==> config.mk <==
export PLATFORM = sky130hd
export DESIGN_NAME = sram_mem_controller
export DESIGN_NICKNAME = d
export VERILOG_FILES = /design/src/rtl/sram_mem_controller.sv
export SDC_FILE = /design/constraint.sdc
export NUM_CORES = 1
export LEC_CHECK = 0
export CELL_PAD_IN_SITES_DETAIL_PLACEMENT = 0
export CELL_PAD_IN_SITES_GLOBAL_PLACEMENT = 1
export CORE_ASPECT_RATIO = 0.5
export CORE_MARGIN = 4
export CORE_UTILIZATION = 21
export DETAILED_ROUTE_END_ITERATION = 10
export PLACE_DENSITY = 0.82
export SYNTH_ARGS = -nofsm -noshare
export SYNTH_HDL_FRONTEND = slang
export SYNTH_SLANG_ARGS = --single-unit
==> constraint.sdc <==
create_clock -name clk -period 2.75 [get_ports clk]
set_clock_uncertainty 0.2 [all_clocks]
set_input_delay 0.55 -clock clk [delete_from_list [all_inputs] [get_ports clk]]
set_output_delay 0.55 -clock clk [all_outputs]
set_load 0.03 [all_outputs]
==> src/rtl/sram_mem_controller.sv <==
// Sequences 32-bit MEM-stage loads/stores onto a 16-bit asynchronous SRAM
// as two half-word transfers (low half, then high half), freezing the pipeline via ready.
module sram_mem_controller #(
    parameter int unsigned BIT_NUMBER      = 32,
    parameter int unsigned SRAM_ADDR_WIDTH = 18,
    parameter int unsigned PHASE_CYCLES    = 2,
    parameter int unsigned MEM_BASE        = 1024
) (
    input  logic                       clk,
    input  logic                       rst,
    input  logic                       rd_en,
    input  logic                       wr_en,
    input  logic [BIT_NUMBER-1:0]      address,
    input  logic [BIT_NUMBER-1:0]      write_data,
    output logic [BIT_NUMBER-1:0]      read_data,
    output logic                       ready,
    output logic [SRAM_ADDR_WIDTH-1:0] sram_addr,
    output logic [15:0]                sram_dq_out,
    output logic                       sram_dq_oe,
    input  logic [15:0]                sram_dq_in,
    output logic                       sram_we_n
);

    localparam int unsigned CNT_W   = (PHASE_CYCLES > 1) ? $clog2(PHASE_CYCLES) : 1;
    localparam int unsigned WADDR_W = SRAM_ADDR_WIDTH - 1;
    localparam int unsigned HALF_W  = 16;

    typedef enum logic [1:0] {
        IDLE = 2'd0,
        LOW  = 2'd1,
        HIGH = 2'd2,
        DONE = 2'd3
    } state_t;

    state_t             state;
    state_t             state_nxt;
    logic [CNT_W-1:0]   cnt;
    logic               op_wr;
    logic               req;
    logic               phase_last;
    logic [WADDR_W-1:0] waddr;

    assign req        = rd_en | wr_en;
    assign phase_last = (cnt == CNT_W'(PHASE_CYCLES - 1));
    // Below-base addresses simply wrap; the result is truncated to the SRAM word space.
    assign waddr      = WADDR_W'((address - BIT_NUMBER'(MEM_BASE)) >> 2);

    // State register
    always_ff @(posedge clk) begin
        if (!rst) begin
            state <= IDLE;
        end else begin
            state <= state_nxt;
        end
    end

    // Next-state logic
    always_comb begin
        state_nxt = state;
        case (state)
            IDLE:    if (req)        state_nxt = LOW;
            LOW:     if (phase_last) state_nxt = HIGH;
            HIGH:    if (phase_last) state_nxt = DONE;
            DONE:                    state_nxt = IDLE;
            default:                 state_nxt = IDLE;
        endcase
    end

    // Phase counter, latched operation and read capture
    always_ff @(posedge clk) begin
        if (!rst) begin
            cnt       <= '0;
            op_wr     <= 1'b0;
            read_data <= '0;
        end else begin
            case (state)
                IDLE: begin
                    cnt <= '0;
                    if (req) begin
                        op_wr <= wr_en;
                    end
                end
                LOW, HIGH: cnt <= phase_last ? '0 : cnt + CNT_W'(1);
                default:   cnt <= '0;
            endcase
            if (!op_wr && phase_last && (state == LOW)) begin
                read_data[HALF_W-1:0] <= sram_dq_in;
            end
            if (!op_wr && phase_last && (state == HIGH)) begin
                read_data[2*HALF_W-1:HALF_W] <= sram_dq_in;
            end
        end
    end

    // Output decode; the last cycle of each write phase releases we_n while data is still held
    always_comb begin
        ready       = 1'b0;
        sram_addr   = '0;
        sram_dq_out = '0;
        sram_dq_oe  = 1'b0;
        sram_we_n   = 1'b1;
        case (state)
            IDLE: ready = ~req;
            LOW: begin
                sram_addr = {waddr, 1'b0};
                if (op_wr) begin
                    sram_dq_oe  = 1'b1;
                    sram_we_n   = phase_last;
                    sram_dq_out = write_data[HALF_W-1:0];
                end
            end
            HIGH: begin
                sram_addr = {waddr, 1'b1};
                if (op_wr) begin
                    sram_dq_oe  = 1'b1;
                    sram_we_n   = phase_last;
                    sram_dq_out = write_data[2*HALF_W-1:HALF_W];
                end
            end
            DONE: ready = 1'b1;
            default: ready = 1'b0;
        endcase
    end

endmodule
==> results of run 1 <==
==> power groups by stage <==
| stage | Clock (mW) | Combinational, mW | Sequential [mW] |
|---|---|---|---|
| global route | 0.683 | 1.06 | 0.614 |
| detailed placement | 0 | 0.964 | 0.618 |
| CTS | 0.653 | 0.972 | 0.607 |
| finish | 0.633 | 0.974 | 0.606 |
| global placement | 0 | 0.966 | 0.617 |
| floorplan | 0 | 0.481 | 0.665 |
==> cells in the mapped netlist <==
master / instances
and3b_1: 3
a21boi_1: 2
xnor2_1: 1
or3_1: 1
mux2i_1: 2
or4b_4: 1
ha_1: 6
nor2b_1: 2
a21boi_0: 30
or4_4: 1
nor2_1: 22
nor3b_1: 1
o21bai_1: 1
or3_2: 1
or2_2: 2
clkbuf_1: 14
a22oi_1: 17
o21ai_1: 1
and2_1: 8
a21oi_1: 6
nand2_1: 69
dfxtp_1: 36
o31ai_1: 4
o21ai_0: 3
or4_1: 2
inv_1: 6
nand3b_1: 2
buf_1: 1
==> registers in the layout, summed over array words and instances (netlist names) <==
signal and count:
read_data 32, state 2, cnt 1, op_wr 1
==> kinds of logic after synthesis <==
| logic type | Yosys count | synth area share [%] |
|---|---|---|
| xor+xnor | 1 | 0.466 |
| compound gates | 64 | 24.3 |
| fa+ha+maj | 6 | 4.00 |
| mux | 2 | 1.07 |
| buf+inv | 21 | 4.20 |
| simple gates | 115 | 27.6 |
| flops | 36 | 38.4 |
==> final cells by class <==
cell class	instances	share of cell area, %
timing repair buffer	159	40.0
multi-input combinational	188	31.2
sequential	36	19.5
tap	117	3.97
clock buffer	5	3.39
clock inverter	3	1.15
inverter	6	0.746
==> critical path: stages <==
cell	delay (ns)
buf_8	0.10
inv_4	0.05
ha_4	0.12
or4b_4	0.48
buf_6	0.14
or3_4	0.33
a21oi_4	0.17
buf_12	0.13
==> path summary, 6_finish.rpt <==
path,startpoint,endpoint,cells after the start
worst max register to register,state[0]$_SDFFE_PN0P_,read_data[10]$_SDFFE_PN0P_,6
worst max-delay path,address[11],sram_addr[15],8
worst min-delay path,read_data[2]$_SDFFE_PN0P_,read_data[2]$_SDFFE_PN0P_,2
worst min register to register,read_data[2]$_SDFFE_PN0P_,read_data[2]$_SDFFE_PN0P_,2
==> layout by cell type (no fill, tap or decap), types with 2 or more instances in the layout <==
master,count
nor2_1,22
o31ai_1,3
inv_1,4
and3b_1,3
clkbuf_16,5
clkdlybuf4s50_1,95
or4_4,3
ha_1,5
o21ai_0,3
nand2_1,69
mux2i_1,2
inv_4,2
dfxtp_1,36
and2_1,8
a21boi_1,2
a21boi_0,30
a22oi_1,17
dlymetal6s2s_1,2
dlygate4sd2_1,2
nand3b_1,2
buf_6,4
a21oi_4,3
buf_4,51
a21oi_1,2
==> timing repair <==
| action | 4_1_cts | 5_1_grt |
|---|---|---|
| gates resized for setup | 33 | 10 |
| buffers inserted | 2 | 0 |
| gates cloned | 0 | 0 |
| hold buffers | 0 | 0 |
| pin swaps | 6 | 3 |
| endpoints found under the hold margin | 0 | 0 |
| endpoints found under the setup margin | 8 | 12 |
==> layer usage <==
layer	up-vias	global-route usage (%)	part of all wire, %
li1	1123	-	-
met1	956	14.0	43
met5	-	0	0
met4	0	1.91	0.38
met3	2	4.00	9.0
met2	83	21.4	47
==> stage by stage <==
stage | utilization [%] | setup TNS [ns]
2_1_floorplan | - | -0.0151
3_3_place_gp | 39.4 | -1.70
3_5_place_dp | 39.4 | -1.90
4_1_cts | 41.9 | -0.171
5_1_grt | 42.4 | -0.250
6_report | 42.4 | -0.152
==> results.py, run 1 <==
metrics = {
    "cts": {
        "worstSkewPairLatency_ns": 0.27,
        "cts.reportedPaths.clkPinSlew_ns": 0.06,
        "cts_tree": "built",
        "cts.sinks": 36,
        "cts_made_buffers": 5,
        "cts_root_buf": "clkbuf_16",
        "cts_max_level": 2,
        "cts_buffer_depth": 2,
    },
    "power": {
        "power_frac_clock_pct": 28.6,
        "vdd_ir_drop_max_uv": 293,
        "power_mw": 2.21,
        "power_density_nw_per_um2": 600,
        "p_int_mw": 1.43,
        "seq_power_share_pct": 27.4,
        "power_frac_comb_pct": 44.0,
        "swShare_pct": 35.4,
        "power.leakage_nw": 1.41,
        "switching_power_mw": 0.783,
    },
    "critical_path": {
        "r2r_slack_ns": 0.77,
        "start_kind": "primary input",
        "worstSetupEndpointType": "primary output",
        "path_class": "in2out",
        "crit_path_max_fanout": 3,
        "critPathArrivalTime_ns": 2.08,
        "cp.required_ns": 2.00,
    },
    "global_route": {
        "globalRouteOverflowTotal": 0,
        "antenna_found_initial": 0,
        "grt_pass1_wl_um": 10200,
        "grt_pass1_vias": 2154,
        "grt_max_degree": 31,
        "grt_usage_pct": 11.8,
    },
    "timing": {
        "finalCritPeriodShare_pct": 103,
        "finalMaxSlewViolations": 0,
        "rsz0062_at_grt": "true",
        "worst_pin_slew_ns": 0.662,
        "hold_ws_ns": 0.252,
        "finalSetupViolations": 3,
        "fmax_mhz": 354,
        "final-hold-violation-count": 0,
        "setup_ws_ns": -0.0788,
        "max_slew_margin_pct": 55.9,
        "period_minus_slack_ns": 2.83,
    },
    "drt": {
        "wl_um": 6500,
        "vias": 2164,
        "drt_pre_antenna_iters": 4,
        "postRouteAntennaNets": 0,
        "drc": 0,
        "viasPerCell": 4.21,
        "wire_per_inst_um": 12.6,
        "drtIter0Drc": 61,
    },
    "place": {
        "port_buffers": 137,
        "place_hpwl_um": 4930,
        "gp_congestion": 0.736,
        "post-place-ws_ns": -0.504,
        "place_area_um2": 3430,
        "placed_cells": 504,
    },
    "cells_and_area": {
        "nFillCells": 901,
        "post_layout_nonfiller_instances": 514,
        "regArea_um2": 721,
        "drive_above_1_share_pct": 21.2,
        "antenna_cells": 0,
        "syn_to_final_growth_pct": 96.5,
        "fin_area_um2": 3690,
        "final_nets": 486,
        "multi_input_area_um2": 1150,
    },
    "logic_synthesis": {
        "netlist_top_cells_area": "dfxtp_1 38%, nand2_1 14%, a21boi_0 12%",
        "ys_seq_area_share_pct": 38.4,
        "syn-instance-count": 245,
        "synth_area_um2": 1880,
        "yosysWarningCount": 0,
        "synth_top_area_share_pct": 38.4,
        "synth-seq-cells": 36,
        "synth_cell_types": 28,
        "synth_top_area_cell": "dfxtp_1",
        "syn_nets": 335,
        "postSynthAreaPerCell_um2": 7.67,
    },
    "floorplanning": {
        "dieWidth_um": 142,
        "die_h_um": 74.9,
        "start_util_pct": 21.6,
        "ioPinCount": 153,
        "dieArea_um2": 10600,
        "fp-row-count": 24,
        "fp.coreArea_um2": 8710,
    },
    "run_status": {
        "status": "finished with violations",
        "violations": "setup timing",
    },
    "min_path": {
        "hp-class": "reg2reg",
    },
    "flow_run": {
        "cap_violations": 0,
    },
}
(Power assumes the default switching activity.)
==> inputs of run 2 (changes only) <==
--- a/config.mk
+++ b/config.mk
@@ -11,6 +11,7 @@
 export CORE_MARGIN = 4
 export CORE_UTILIZATION = 21
 export DETAILED_ROUTE_END_ITERATION = 10
+export GPL_ROUTABILITY_DRIVEN = 0
 export PLACE_DENSITY = 0.82
 export SYNTH_ARGS = -nofsm -noshare
 export SYNTH_HDL_FRONTEND = slang
==> results of run 2 <==
No change in the layout: final DEF, timing and power equal those of run 1.
